[config.mk]
export PLATFORM = sky130hd
export DESIGN_NAME = ps2_host_tx
export DESIGN_NICKNAME = d
export VERILOG_FILES = /design/src/rtl/ps2_pkg.sv /design/src/rtl/ps2_line_filter.sv /design/src/rtl/ps2_host_tx.sv
export SDC_FILE = /design/constraint.sdc
export NUM_CORES = 1
export LEC_CHECK = 0
export BUFFER_PORTS_ARGS = -buffer_cell sky130_fd_sc_hd__buf_4
export CAP_MARGIN = 25
export CORE_ASPECT_RATIO = 1.5
export CORE_MARGIN = 2
export CORE_UTILIZATION = 60
export DETAILED_ROUTE_END_ITERATION = 7
export PLACE_DENSITY = 0.84
export SYNTH_ARGS = -nofsm -noshare
export SYNTH_HDL_FRONTEND = slang
export SYNTH_SLANG_ARGS = --single-unit
export TNS_END_PERCENT = 1
[constraint.sdc]
create_clock -name clk -period 2.6 [get_ports clk]
set_input_delay 0.13 -clock clk [delete_from_list [all_inputs] [get_ports clk]]
set_output_delay 0.13 -clock clk [all_outputs]
set_load 0.02 [all_outputs]
[src/rtl/ps2_pkg.sv]
// Shared types and constants for the PS/2 host transmit path and its line filters.
package ps2_pkg;

  typedef enum logic [2:0] {
    IDLE,
    INHIBIT,
    REQ,
    DATA,
    ACK,
    WAIT_IDLE,
    ABORT
  } ps2_state_e;

  localparam logic [1:0] ERR_NONE      = 2'b00;
  localparam logic [1:0] ERR_START_TO  = 2'b01;
  localparam logic [1:0] ERR_PACKET_TO = 2'b10;
  localparam logic [1:0] ERR_NO_ACK    = 2'b11;

  localparam int DEF_INHIBIT_CYCLES = 6000;
  localparam int DEF_START_TIMEOUT  = 750000;
  localparam int DEF_PACKET_TIMEOUT = 100000;
  localparam int DEF_FILTER_CYCLES  = 8;

  localparam logic [7:0] CMD_SET_LEDS = 8'hED;
  localparam logic [7:0] CMD_ENABLE   = 8'hF4;
  localparam logic [7:0] CMD_RESET    = 8'hFF;

  // PS/2 frames carry odd parity over the eight data bits.
  function automatic logic odd_parity(input logic [7:0] b);
    return ~^b;
  endfunction

endpackage

[src/rtl/ps2_line_filter.sv]
// One PS/2 line: 2-flop synchroniser, stability filter and a registered falling-edge pulse.
module ps2_line_filter
  import ps2_pkg::*;
#(
  parameter int FILTER_CYCLES = DEF_FILTER_CYCLES
) (
  input  logic clk,
  input  logic resetn,
  input  logic line_i,
  output logic filt_o,
  output logic fall_o
);

  localparam int CW = (FILTER_CYCLES > 1) ? $clog2(FILTER_CYCLES) : 1;
  localparam logic [CW-1:0] CNT_LAST = CW'(FILTER_CYCLES - 1);

  logic          sync1_q, sync2_q;
  logic          filt_q, filt_d;
  logic          filt_dly_q;
  logic          fall_q;
  logic [CW-1:0] cnt_q, cnt_d;

  // The filtered value only follows the synchronised line after it has
  // disagreed for FILTER_CYCLES consecutive cycles; any agreement restarts.
  always_comb begin
    filt_d = filt_q;
    cnt_d  = '0;
    if (sync2_q != filt_q) begin
      if (cnt_q == CNT_LAST) filt_d = sync2_q;
      else                   cnt_d  = cnt_q + 1'b1;
    end
  end

  always_ff @(posedge clk or negedge resetn) begin
    if (!resetn) begin
      sync1_q    <= 1'b1;
      sync2_q    <= 1'b1;
      filt_q     <= 1'b1;
      filt_dly_q <= 1'b1;
      fall_q     <= 1'b0;
      cnt_q      <= '0;
    end else begin
      sync1_q    <= line_i;
      sync2_q    <= sync1_q;
      filt_q     <= filt_d;
      filt_dly_q <= filt_q;
      fall_q     <= filt_dly_q & ~filt_q;
      cnt_q      <= cnt_d;
    end
  end

  assign filt_o = filt_q;
  assign fall_o = fall_q;

endmodule

[src/rtl/ps2_host_tx.sv]
// PS/2 host-to-device transmitter: inhibits the bus, requests to send, shifts one
// command byte out on device clock falls and checks the device ACK.
module ps2_host_tx
  import ps2_pkg::*;
#(
  parameter int INHIBIT_CYCLES = DEF_INHIBIT_CYCLES,
  parameter int START_TIMEOUT  = DEF_START_TIMEOUT,
  parameter int PACKET_TIMEOUT = DEF_PACKET_TIMEOUT,
  parameter int FILTER_CYCLES  = DEF_FILTER_CYCLES
) (
  input  logic       clk,
  input  logic       resetn,
  input  logic       tx_valid,
  input  logic [7:0] tx_data,
  output logic       tx_ready,
  input  logic       ps2_clk_in,
  input  logic       ps2_dat_in,
  output logic       ps2_clk_oe,
  output logic       ps2_dat_oe,
  output logic       rx_inhibit,
  output logic       done,
  output logic       err,
  output logic [1:0] err_code,
  output ps2_state_e state_dbg
);

  localparam int INH_W   = (INHIBIT_CYCLES > 1) ? $clog2(INHIBIT_CYCLES) : 1;
  localparam int START_W = (START_TIMEOUT  > 1) ? $clog2(START_TIMEOUT)  : 1;
  localparam int PKT_W   = (PACKET_TIMEOUT > 1) ? $clog2(PACKET_TIMEOUT) : 1;

  localparam logic [INH_W-1:0]   INH_LAST   = INH_W'(INHIBIT_CYCLES - 1);
  localparam logic [INH_W-1:0]   INH_HALF   = INH_W'(INHIBIT_CYCLES / 2);
  localparam logic [START_W-1:0] START_LAST = START_W'(START_TIMEOUT - 1);
  localparam logic [PKT_W-1:0]   PKT_LAST   = PKT_W'(PACKET_TIMEOUT - 1);

  ps2_state_e         state_q, state_d;
  logic [INH_W-1:0]   inh_cnt_q, inh_cnt_d;
  logic [START_W-1:0] start_cnt_q, start_cnt_d;
  logic [PKT_W-1:0]   pkt_cnt_q, pkt_cnt_d, pkt_next;
  logic [3:0]         bit_idx_q, bit_idx_d;
  logic [8:0]         frame_q, frame_d;
  logic [1:0]         err_code_q, err_code_d;
  logic               done_q, done_d;
  logic               err_q, err_d;
  logic               ready_en_q;
  logic               pkt_expired;

  logic clk_filt, clk_fall;
  logic dat_filt, dat_fall_unused;

  ps2_line_filter #(.FILTER_CYCLES(FILTER_CYCLES)) u_clk_filter (
    .clk    (clk),
    .resetn (resetn),
    .line_i (ps2_clk_in),
    .filt_o (clk_filt),
    .fall_o (clk_fall)
  );

  ps2_line_filter #(.FILTER_CYCLES(FILTER_CYCLES)) u_dat_filter (
    .clk    (clk),
    .resetn (resetn),
    .line_i (ps2_dat_in),
    .filt_o (dat_filt),
    .fall_o (dat_fall_unused)
  );

  assign pkt_expired = (pkt_cnt_q == PKT_LAST);
  assign pkt_next    = pkt_expired ? pkt_cnt_q : pkt_cnt_q + 1'b1;

  // frame_q holds {parity, data}; bit_idx_q selects the bit currently driven.
  // Counters default to zero so each one restarts whenever its state is entered.
  always_comb begin
    state_d     = state_q;
    inh_cnt_d   = '0;
    start_cnt_d = '0;
    pkt_cnt_d   = '0;
    bit_idx_d   = bit_idx_q;
    frame_d     = frame_q;
    err_code_d  = err_code_q;
    done_d      = 1'b0;
    err_d       = 1'b0;
    unique case (state_q)
      IDLE: begin
        if (tx_valid && tx_ready) begin
          frame_d    = {odd_parity(tx_data), tx_data};
          err_code_d = ERR_NONE;
          state_d    = INHIBIT;
        end
      end
      INHIBIT: begin
        if (inh_cnt_q == INH_LAST) state_d   = REQ;
        else                       inh_cnt_d = inh_cnt_q + 1'b1;
      end
      REQ: begin
        if (start_cnt_q == START_LAST) begin
          state_d    = ABORT;
          err_code_d = ERR_START_TO;
        end else if (clk_fall) begin
          state_d   = DATA;
          bit_idx_d = '0;
        end else begin
          start_cnt_d = start_cnt_q + 1'b1;
        end
      end
      DATA: begin
        pkt_cnt_d = pkt_next;
        if (pkt_expired) begin
          state_d    = ABORT;
          err_code_d = ERR_PACKET_TO;
        end else if (clk_fall) begin
          if (bit_idx_q == 4'd8) state_d   = ACK;
          else                   bit_idx_d = bit_idx_q + 1'b1;
        end
      end
      ACK: begin
        pkt_cnt_d = pkt_next;
        if (pkt_expired) begin
          state_d    = ABORT;
          err_code_d = ERR_PACKET_TO;
        end else if (clk_fall) begin
          if (!dat_filt) begin
            state_d = WAIT_IDLE;
          end else begin
            state_d    = ABORT;
            err_code_d = ERR_NO_ACK;
          end
        end
      end
      WAIT_IDLE: begin
        pkt_cnt_d = pkt_next;
        if (pkt_expired) begin
          state_d    = ABORT;
          err_code_d = ERR_PACKET_TO;
        end else if (clk_filt && dat_filt) begin
          state_d = IDLE;
          done_d  = 1'b1;
        end
      end
      ABORT: begin
        state_d = IDLE;
        err_d   = 1'b1;
      end
      default: state_d = IDLE;
    endcase
  end

  always_ff @(posedge clk or negedge resetn) begin
    if (!resetn) begin
      state_q     <= IDLE;
      inh_cnt_q   <= '0;
      start_cnt_q <= '0;
      pkt_cnt_q   <= '0;
      bit_idx_q   <= '0;
      frame_q     <= '0;
      err_code_q  <= ERR_NONE;
      done_q      <= 1'b0;
      err_q       <= 1'b0;
      ready_en_q  <= 1'b0;
    end else begin
      state_q     <= state_d;
      inh_cnt_q   <= inh_cnt_d;
      start_cnt_q <= start_cnt_d;
      pkt_cnt_q   <= pkt_cnt_d;
      bit_idx_q   <= bit_idx_d;
      frame_q     <= frame_d;
      err_code_q  <= err_code_d;
      done_q      <= done_d;
      err_q       <= err_d;
      ready_en_q  <= 1'b1;
    end
  end

  // Line enables decode straight from state so an async reset frees the bus at once.
  always_comb begin
    ps2_dat_oe = 1'b0;
    unique case (state_q)
      INHIBIT: ps2_dat_oe = (inh_cnt_q >= INH_HALF);
      REQ:     ps2_dat_oe = 1'b1;
      DATA:    ps2_dat_oe = ~frame_q[bit_idx_q];
      default: ps2_dat_oe = 1'b0;
    endcase
  end

  assign ps2_clk_oe = (state_q == INHIBIT);
  assign tx_ready   = (state_q == IDLE) && ready_en_q;
  assign rx_inhibit = (state_q != IDLE);
  assign done       = done_q;
  assign err        = err_q;
  assign err_code   = err_code_q;
  assign state_dbg  = state_q;

endmodule

# Yosys cells after proc, flatten, opt, wreduce, memory -nomap -nowiden
# Index checks and enable logic that the tools add are counted.
# totals
latch_bits,0
in_bits,13
romBits,0
reg_bits,85
out_inout_bits,11
memories,0
ramBits,0
# classes
n_eq_ne,30
bitwise,3
order_cmp,2
n_reduce_logical,16
multipliers,0
addsub,6
shift,0
muxes,44
div,0
# ops
op,n
20-bit 2-to-1 mux,3
3-bit 2-to-1 mux,15
17-bit 2-to-1 mux,2
13-bit 2-to-1 mux,2
"20-bit by 1-bit adder with 20-bit output, second input constant",1
"20-bit == test, second input constant",1
4-bit 2-to-1 mux,5
3-bit case mux with 6 select lines,1
"17-bit by 1-bit adder with 17-bit output, second input constant",1
"17-bit == test, second input constant",1
"3-bit == test, second input constant",5
2-bit 2-to-1 mux,7
"13-bit by 1-bit adder with 13-bit output, second input constant",1
"13-bit == test, second input constant",1
"13-bit by 12-bit greater-or-equal comparator with 1-bit output, second input constant",1
"2-bit != test, second input constant",6
"3-bit by 2-bit != test with 1-bit output, second input constant",4
6-bit AND reduction,2
"2-bit by 1-bit != test with 1-bit output, second input constant",4
2-bit case mux with 4 select lines,1
4-bit case mux with 2 select lines,1
8-bit XNOR reduction,1
7-bit AND reduction,1
"3-bit by 1-bit adder with 3-bit output, second input constant",2
20 further kinds,32

# Logic depth before layout (Yosys ltp)
# Gate-level depths: netlist of the first run.
# logic_depth
word_depth,5
ltp_mapped,8

# Cells and area by module
# A second synthesis of the first run with hierarchy kept.
# hier_totals
cells_unflattened,408
area_unflattened_um2,4297.9
# modules_own_cells
module,area_each_um2,n_inst,cells_per_inst,seq_area_each_um2
ps2_host_tx,3729.8,1,376,1776.7
ps2_line_filter,284.0,2,16,205.2

# Worst setup path after synthesis of the first run
# No wires, ideal clock.
# synth_timing
path_type,reg2reg
start,"register state_q[0], in the netlist state_dbg[0]"
end,register frame_q[0]
n_path_buf,1
stages_incl_launch_ff,6
t_required_ns,2.475
setup_slack_ns,0.708
t_arrival_ns,1.767
setup_time_ns,0.125
path_cell_list,dfrtp_1 clkbuf_1 nor3_1 and2_1 nand2_1 mux2_2
# synth_via
elab_chain_cells,4
# synth_lines
item,line,rtl
start: declaration,ps2_host_tx.sv:36,"ps2_state_e state_q, state_d;"
start signal: assignment,ps2_host_tx.sv:160,state_q <= state_d;
3-bit logical NOT,ps2_host_tx.sv:185,assign tx_ready = (state_q == IDLE) && ready_en_q;
1-bit logical AND,ps2_host_tx.sv:185,
net tx_ready,ps2_host_tx.sv:15,"output logic tx_ready,"
1-bit logical AND,ps2_host_tx.sv:84,if (tx_valid && tx_ready) begin
2-bit AND reduction (no source line),n/a,
end signal: assignment,ps2_host_tx.sv:165,frame_q <= frame_d;
end: declaration,ps2_host_tx.sv:41,"logic [8:0] frame_q, frame_d;"
# The timed path passes the listed nets, and every way through them passes these cells.
# A chain may end at the register's enable or synchronous reset.

# Worst setup path after layout of the first run
# layout_timing
start,register bit_idx_q[0]
end,output port ps2_dat_oe
# layout_via
elab_chain_cells,4
# layout_lines
item,line,rtl
start: declaration,ps2_host_tx.sv:40,"logic [3:0] bit_idx_q, bit_idx_d;"
start signal: assignment,ps2_host_tx.sv:164,bit_idx_q <= bit_idx_d;
1-bit binary-select mux with 4-bit select,ps2_host_tx.sv:179,DATA: ps2_dat_oe = ~frame_q[bit_idx_q];
1-bit 2-to-1 mux (not written as such),ps2_host_tx.sv:179,
1-bit inverter,ps2_host_tx.sv:179,
1-bit case mux with 3 select lines,ps2_host_tx.sv:176,unique case (state_q)
end: declaration,ps2_host_tx.sv:19,"output logic ps2_dat_oe,"
# Every way passes these cells. The select of a mux whose other input is x is not followed.

==> summary.txt, run 1 <==
status = finished clean
I/O Buffers = 23
syn nets = 429
die area = 7689 um^2
initial core utilization = 0.6163
sequential share of the synthesized area = 0.5092
Initial DRC Count = 167
post-route ant nets = 0
hold path startpoint = tx_data[6]
CTS Buf Count = 9
CP cell instances = mux4_2 -> nand3b_1 -> o21ai_0 -> a311oi_1 -> buf_4
fin util = 0.7027
most common cell after layout, fill and taps aside = dfrtp_1
Setup CP Type = reg2out
Crit. Startpoint = bit_idx_q[0]
pwr dens = 545.3 nW/um^2
CP peak stage delay = 0.54 ns
Worst VDD drop = 0.0003970 V
Worst Hold Class = in2reg
Via density = 5.774
FP Rows = 37
DRT Pass-1 Iters = 4
vias in the first global route = 2983
syn avg cell area = 10.33 um^2
fin crit share = 0.8812
initial antenna violation count = 0
share of layout cells above drive strength 1 = 0.1559
register bit total from synthesis = 85
Die W = 72.27 um
fin nets = 467
Fmax = 436.5 MHz
commonest non-fill, non-tap cells in the layout = dfrtp_1 (78), nor2_1 (56), xor2_1 (32), nand2_1 (29), buf_4 (27)
# DRC = 0
Fillers = 467
post-synthesis cell type count = 53
Worst slew margin = 0.5351
YS warnings = 0
DR vias = 3043
P_leak = 2.086 nW
ANT cells = 0
FFs w/ async S/R, synth = 1.000
GPL Wtd Cong = 0.8257
Post-synth EDFFs = 0
Max-Cap Viols = 0
Die Y = 106.4 um
Post-CTS Setup Repair Bufs = 0
RSZ-0062 raised after global routing = no
flop-to-flop setup slack = 0.52 ns
Fin. Hold Viols = 0
Global Route met3 Usage = 0.04265
CP Capture Type = output port
Max Root-Sink Buffers = 2
met2 Usage GRT = 0.3807
final setup vio count = 0
GRT met1 Usage = 0.2887
WL per Instance = 15.11 um
largest net degree at the start of global routing = 86
first-pass GRT wire length = 13700 um
core area = 6805 um^2
CTS tree = done
ys flop type = dfrtp_1
Req. time, crit path = 2.47 ns
Area Growth Syn to Fin = 14.02%
Final TNS setup = 0 ns
total track usage = 0.2340
fin crit period = 2.291 ns
data arrival time of the worst path = 2.16 ns
worst-path cell with the longest stage delay = mux4_2
most used routing layer = met2
Critical R2R Launch = start_cnt_q[0]
Worst Tran Pin Value = 0.6920 ns
Cell Area, Synth = 4194 um^2
CTS H-tree depth = 3
fin. max-slew vios = 0
Clock Sinks = 85
GRT overflow = 0
worst-skew pair later-pin latency = 0.37 ns
Cells after Synth = 406
crit start category = flop
WL final = 7965 um
root buf cell = clkbuf_8
Post-CTS Resized = 0
critical-path maximum fanout = 4
detailed placement HPWL = 5453 um
Worst Skew = 0.005532 ns
IO Pins = 24
clock-pin transition on the worst setup and hold timing paths = 0.08 ns
==> worst max-delay path: cells and delay by family, from the launching register on <==
| family | cells | cell delay, ns |
|---|---|---|
| buffers and inverters | 1 | 0.21 |
| DFF | 1 | 0.45 |
| AOI/OAI and AO/OA | 2 | 0.50 |
| muxes | 1 | 0.54 |
| and+or+nand+nor | 1 | 0.09 |
==> report_power, final <==
group / internal (W) / switching, W / leakage, nW
Combinational: 0.0000911 / 0.0000790 / 0.843
Clock: 0.000517 / 0.000463 / 0.112
Sequential: 0.00140 / 0.0000550 / 1.13
Total: 0.00201 / 0.000597 / 2.09
==> logic make-up (layout without fill, tap and decap cells) <==
kind of cell / after synthesis / in the layout / share of synthesized area
compound gates: 45 / 45 / 0.07547
fa+ha+maj: 10 / 10 / 0.02983
other cells: 1 / 1 / 0.0008941
xor+xnor: 51 / 51 / 0.1065
mux: 17 / 17 / 0.04654
buf+inv: 23 / 66 / 0.02118
simple gates: 174 / 174 / 0.2103
flops: 85 / 85 / 0.5092
==> synthesized netlist by cell type (10+ instances only) <==
library cell | number | area share
a21oi_1 | 11 | 0.013
dfrtp_1 | 78 | 0.47
ha_1 | 10 | 0.030
inv_1 | 13 | 0.012
mux2_2 | 10 | 0.027
nand2_1 | 29 | 0.026
nand3_1 | 26 | 0.031
nand4_1 | 11 | 0.016
nor2_1 | 56 | 0.050
o21ai_0 | 11 | 0.013
xnor2_1 | 19 | 0.040
xor2_1 | 32 | 0.067
==> state kept, by name (all words and copies together), names as in the netlist, 2 cells and up <==
| signal | count |
|---|---|
| u_dat_filter.cnt_q | 3 |
| pkt_cnt_q | 17 |
| state_dbg | 3 |
| inh_cnt_q | 13 |
| err_code | 2 |
| start_cnt_q | 20 |
| u_clk_filter.cnt_q | 3 |
| bit_idx_q | 4 |
| frame_q | 9 |
==> area by class of cell <==
type	instances	area, um^2	share of cell area
clock inverters	4	45.04	0.009419
flip-flops and latches	85	2136	0.4466
well taps	78	97.59	0.02041
repair buffers	37	320.3	0.06698
inverters	13	48.80	0.01020
multi-input cells	298	1969	0.4118
clock buffers	12	165.2	0.03454
==> layer usage <==
layer / vias up / routed length, um
met5: - / 0
met4: 0 / 192
met3: 14 / 296
met2: 62 / 4192
met1: 1484 / 3284
li1: 1483 / -
==> worst paths after layout <==
path	end	depth (start not counted)
max	ps2_dat_oe	5
min	frame_q[6]	2
max reg2reg	state_dbg[1]	7
min reg2reg	u_clk_filter.sync2_q	0
max in group asynchronous	u_dat_filter.sync1_q	3
min in group asynchronous	start_cnt_q[2]	2
==> metrics by stage <==
step	hold WS (ns)	instance area [um^2]	total power [W]	std cells	setup WS, ns
after floorplan	-0.1656	4194	0.001554	406	0.7079
after global placement	0.2384	4454	0.001618	501	0.6140
after detailed placement	0.2401	4454	0.001639	501	0.4729
after CTS	0.003238	4755	0.002629	526	0.3157
after global routing	0.01573	4782	0.002715	527	0.2259
final	0.01517	4782	0.002608	527	0.3088
==> timing repair <==
item	in CTS	in global routing
hold buffers	9	0
setup endpoints to repair	0	0
hold endpoints to repair	86	0
Note: power is estimated with default switching activity, not from simulation.
==> run 2, diff against run 1 <==
- ABC_AREA: unset -> 1
- GPL_TIMING_DRIVEN: unset -> 0
- PLACE_DENSITY: 0.84 -> unset
- PLACE_DENSITY_LB_ADDON: unset -> 0.3
==> run 2 against run 1 <==
Compared with the run above:
- global-route usage rose by 1.6 points
- via count grew 20%
- critical endpoint unchanged
- clock power is 6.5% lower
- sequential power is essentially flat
- largest power group unchanged
- largest cell class unchanged
- register-to-register slack better by 0.17 ns
- fmax grew 4.1%
==> summary.txt, run 2 <==
status = finished clean
critical-path maximum fanout = 8
post-synthesis cell type count = 39
I/O Buffers = 23
Post-CTS Setup Repair Bufs = 0
Fillers = 573
Largest regs = start_cnt_q: 20 flops, pkt_cnt_q: 17 flops, inh_cnt_q: 13 flops
most common cell after layout, fill and taps aside = nand2_1
CTS H-tree depth = 3
placed cell area = 4712 um^2
Synth top area share = 0.4422
YS warnings = 0
vias in the first global route = 3564
count leader, synth = nand2_1
ANT cells = 0
Comb power frac = 0.082
DRT Pass-1 Iters = 4
CP peak stage delay = 0.35 ns
register bit total from synthesis = 85
clock network power share = 0.357
Worst Skew = 0.006954 ns
leading area contributor after synthesis = dfrtp_1
final setup vio count = 0
Final TNS setup = 0 ns
GPL Wtd Cong = 0.9226
fin nets = 604
Fmax = 454.5 MHz
final instance area = 5024 um^2
CTS tree = done
syn nets = 559
most used routing layer = met2
Reg2Reg Depth = 11
Hold Path Stages = 3
Seq pwr share = 0.561
Initial DRC Count = 214
Post-synth EDFFs = 0
share of layout cells above drive strength 1 = 0.1368
initial antenna violation count = 0
data arrival time of the worst path = 2.07 ns
Max Root-Sink Buffers = 2
Cell Area, Synth = 4414 um^2
die area = 8074 um^2
Area Growth Syn to Fin = 13.80%
clock-pin transition on the worst setup and hold timing paths = 0.07 ns
switching pwr = 0.0006136 W
met2 Usage GRT = 0.4566
Cells after Synth = 536
Pint = 0.001956 W
sequential share of the synthesized area = 0.4838
CP Capture Type = output port
post-route ant nets = 0
Post-CTS Resized = 0
Req. time, crit path = 2.47 ns
Worst VDD drop = 0.0003796 V
Die Y = 109.1 um
commonest non-fill, non-tap cells in the layout = nand2_1 (104), dfrtp_1 (78), nor2_1 (69), inv_1 (60), nand3_1 (36)
WL per Instance = 13.78 um
GRT overflow = 0
flop-to-flop setup slack = 0.69 ns
fin crit period = 2.200 ns
fin crit share = 0.8462
Most flops, register = start_cnt_q
dpl ws = 0.7595 ns
CTS Buf Count = 9
detailed placement HPWL = 6653 um
total track usage = 0.2500
Setup CP Type = reg2out
Global Route met3 Usage = 0.05083
WL final = 9441 um
synth cell count leaders = nand2_1 (104), dfrtp_1 (78), nor2_1 (69)
Setup WS post-layout = 0.4000 ns
IO Pins = 24
pwr dens = 511.5 nW/um^2
Via density = 5.327
DR vias = 3649
Sw Ratio = 0.2388
Die W = 74.04 um
syn avg cell area = 8.236 um^2
Max-Cap Viols = 0
worst-skew pair later-pin latency = 0.36 ns
fin. max-slew vios = 0
Clock Sinks = 85
FFs w/ async S/R, synth = 1.000
core area = 7179 um^2
Fin. Hold Viols = 0
Largest register FFs = 20
crit start category = flop
first-pass GRT wire length = 15380 um
top cells by area, synth = dfrtp_1 (44%), nand2_1 (8.8%), nor2_1 (5.9%)
CP cell instances = clkbuf_1 -> inv_1 -> a21oi_1 -> o21ai_0 -> nand3_1 -> nand3b_1 -> o211ai_1 -> o21ai_0 -> buf_4
initial core utilization = 0.6148
largest net degree at the start of global routing = 86
Worst Hold Class = in2reg
RSZ-0062 raised after global routing = no
most frequent CP cell = o21ai_0
root buf cell = clkbuf_8
worst-path cell with the longest stage delay = dfrtp_1
P_leak = 2.380 nW
ys flop type = dfrtp_1
# DRC = 0
FP Rows = 38
GRT met1 Usage = 0.2708
[run 2: cell types whose count changed in the layout (fill, tap and decap cells not counted), moves of 13 or more]
cell	before	now
inv_1	13	60
o21ai_0	11	31
nor2_1	56	69
xor2_1	32	16
nand2_1	29	104
[run 2: layout make-up]
type,instances,area (um^2),area share
Sequential cell,85,2136,0.4252
Multi-Input combinational cell,375,1978,0.3938
Timing Repair Buffer,34,300.3,0.05978
Inverter,70,262.8,0.05230
Clock buffer,13,148.9,0.02964
Tap cell,100,125.1,0.02491
Buffer,6,37.54,0.007472
Clock inverter,2,35.03,0.006974
[run 2: worst max-delay path: cells and delay by family (launching register included)]
family,cells,cell delay (ns)
buffers and inverters,3,0.65
and+or+nand+nor,2,0.18
DFF,1,0.35
AOI/OAI and AO/OA,4,0.53
[run 2: cell families after synthesis]
group	after synthesis	synth area share
flip-flops	85	0.4838
AO/OA/AOI/OAI	71	0.09241
XOR/XNOR	28	0.05555
buffers and inverters	76	0.06803
adder cells (fa/ha/maj)	10	0.02834
other	1	0.0008495
AND/OR/NAND/NOR	265	0.2710
[run 2: power groups by stage]
stage	logic (W)	clock network (W)	registers, W
global placement	0.000182	0	0.00146
global route	0.000245	0.000985	0.00145
floorplan	0.000119	0	0.00146
detailed placement	0.000198	0	0.00147
finish	0.000211	0.000916	0.00144
CTS	0.000211	0.000927	0.00144
[run 2: path summary, 6_finish.rpt]
kind	startpoint	endpoint
worst min register to register	u_dat_filter.sync1_q	u_dat_filter.sync2_q
worst max-delay path	bit_idx_q[0]	ps2_dat_oe
max in group asynchronous	resetn	u_dat_filter.sync1_q
worst min-delay path	tx_data[5]	frame_q[5]
min in group asynchronous	resetn	pkt_cnt_q[14]
worst max register to register	pkt_cnt_q[0]	err_code[1]
[run 2: what timing repair did]
item                                    4_1_cts  5_1_grt
hold buffers                                 10        0
endpoints found under the setup margin        0        0
endpoints found under the hold margin        29        0
[run 2: stage by stage]
| step | utilization | hold slack (ns) | total power [W] | instances |
|---|---|---|---|---|
| global route | 0.6997 | 0.01321 | 0.002680 | 685 |
| CTS | 0.6959 | 0.0006560 | 0.002582 | 684 |
| detailed placement | 0.6563 | 0.2408 | 0.001667 | 659 |
| global placement | 0.6563 | 0.2379 | 0.001646 | 659 |
| floorplan | - | -0.1656 | 0.001577 | 536 |
| finish | 0.6997 | 0.006520 | 0.002570 | 685 |
[run 2: layer usage]
metal / vias up / routed length [um]
li1: 1819 / -
met1: 1758 / 3789
met2: 53 / 5154
met3: 19 / 290
met4: 0 / 207
met5: - / 0
==> run 3, diff against run 2 <==
- CORE_UTILIZATION: 60 -> 55
- clock period: 2.6 -> 1.9 ns (I/O delays scaled with it)
==> run 3 against run 2 <==
Compared with the run above:
- sequential cell count is the same
- cell area increased by 3.2%
- combinational power rose by 34%
- clock skew down 0.0019 ns
- register-to-register slack got worse by 0.56 ns
- critical path type unchanged
- worst setup slack got worse by 0.34 ns
- largest power group unchanged
- sequential power increased by 37%
- critical path depth is 1 lower
- worst hold slack better by 0.021 ns
- clock power rose by 87%
- core utilization is 4.4 points lower
- routed wire length down 0.72%
==> summary.txt, run 3 (synthesis results as in run 2) <==
initial antenna violation count = 0
Most flops, register = start_cnt_q
Max-Cap Viols = 0
WL per Instance = 13.53 um
Via density = 5.277
WHS = 0.02763 ns
CTS tree = done
Largest register FFs = 20
worst-skew pair later-pin latency = 0.34 ns
die area = 8773 um^2
post-route ant nets = 0
fin util = 0.6557
FP Rows = 40
core area = 7908 um^2
first-pass GRT wire length = 15880 um
Area Growth Syn to Fin = 17.46%
Initial DRC Count = 214
share of layout cells above drive strength 1 = 0.1650
pwr dens = 764.8 nW/um^2
IO Pins = 24
# DRC = 0
vias in the first global route = 3590
CP peak stage delay = 0.46 ns
critical-path maximum fanout = 8
CP cell instances = inv_2 -> a21oi_1 -> o21ai_0 -> nand3_1 -> nand3b_1 -> o211ai_1 -> o21ai_1 -> buf_4
Final TNS setup = 0 ns
CP Capture Type = output port
fin. max-slew vios = 0
Max Root-Sink Buffers = 2
detailed placement HPWL = 6594 um
final setup vio count = 0
initial core utilization = 0.5582
DR vias = 3657
clock-pin transition on the worst setup and hold timing paths = 0.07 ns
placed cell area = 4718 um^2
Die W = 77.15 um
total track usage = 0.2262
fin nets = 606
CTS Buf Count = 9
I/O Buffers = 23
CTS H-tree depth = 3
GRT overflow = 0
commonest non-fill, non-tap cells in the layout = nand2_1 (104), dfrtp_1 (76), nor2_1 (65), inv_1 (59), nand3_1 (34)
Worst VDD drop = 0.0005374 V
delay-heaviest family, CP = flip-flops
GPL Wtd Cong = 0.9445
Fmax = 542.6 MHz
largest net degree at the start of global routing = 86
Worst Hold Class = in2reg
P_leak = 2.437 nW
Worst Skew = 0.005082 ns
Die Y = 113.7 um
most common cell after layout, fill and taps aside = nand2_1
Setup CP Type = reg2out
final instance area = 5185 um^2
Fin. Hold Viols = 0
WL final = 9373 um
Req. time, crit path = 1.80 ns
DRT Pass-1 Iters = 4
root buf cell = clkbuf_16
worst path buffer plus inverter count = 2
data arrival time of the worst path = 1.75 ns
Clock Sinks = 85
worst-path cell with the longest stage delay = dfrtp_2
Power, Total = 0.003965 W
status = finished clean
fin crit period = 1.843 ns
Largest regs = start_cnt_q: 20 flops, pkt_cnt_q: 17 flops, inh_cnt_q: 13 flops
Fillers = 671
fin crit share = 0.9700
RSZ-0062 raised after global routing = yes
crit start category = flop
flop-to-flop setup slack = 0.13 ns
ANT cells = 0
-- run 3: stage by stage --
| step | std cells | setup slack (ns) |
|---|---|---|
| after floorplan | 536 | 0.1114 |
| after global placement | 664 | 0.09257 |
| after detailed placement | 664 | 0.05274 |
| after CTS | 689 | 0.03733 |
| after global routing | 693 | -0.02063 |
| final | 693 | 0.05700 |
-- run 3: timing repair --
| item | 4_1_cts | 5_1_grt |
|---|---|---|
| hold endpoints to repair | 87 | 0 |
| gates resized for setup | 3 | 8 |
| buffers inserted | 0 | 3 |
| endpoints found under the setup margin | 1 | 14 |
| hold buffers | 10 | 0 |
-- run 3: final timing paths --
kind / depth (start not counted) / to / start
max: 8 / ps2_dat_oe / bit_idx_q[0]
min: 3 / frame_q[5] / tx_data[5]
max reg2reg: 10 / state_dbg[1] / state_dbg[1]
min reg2reg: 0 / u_dat_filter.sync2_q / u_dat_filter.sync1_q
max in group asynchronous: 3 / u_clk_filter.sync2_q / resetn
min in group asynchronous: 2 / pkt_cnt_q[12] / resetn
-- run 3: tightest hold or removal path, cell delays in order --
cell and delay, ns:
buf_4 0.09, nand2_1 0.06, o21ai_0 0.08
-- run 3: layer usage --
| layer | vias up | part of all wire | track usage |
|---|---|---|---|
| met5 | - | 0 | 0 |
| met4 | 0 | 0.023 | 0.1202 |
| met3 | 19 | 0.030 | 0.04035 |
| met2 | 66 | 0.54 | 0.4012 |
| met1 | 1738 | 0.40 | 0.2582 |
| li1 | 1834 | - | - |
-- run 3: where the power goes --
group	total, W	switching (W)	internal (W)
clock	0.00171	0.000790	0.000917
sequential	0.00198	0.0000529	0.00192
combinational	0.000283	0.000166	0.000118
-- run 3: final cells by class --
type	count	area, um^2	share of cell area
well taps	105	131.4	0.02534
flip-flops and latches	85	2138	0.4124
clock inverters	7	70.07	0.01351
plain buffers	5	33.78	0.006515
repair buffers	37	322.8	0.06226
clock buffers	9	225.2	0.04344
multi-input cells	375	2001	0.3859
inverters	70	262.8	0.05068
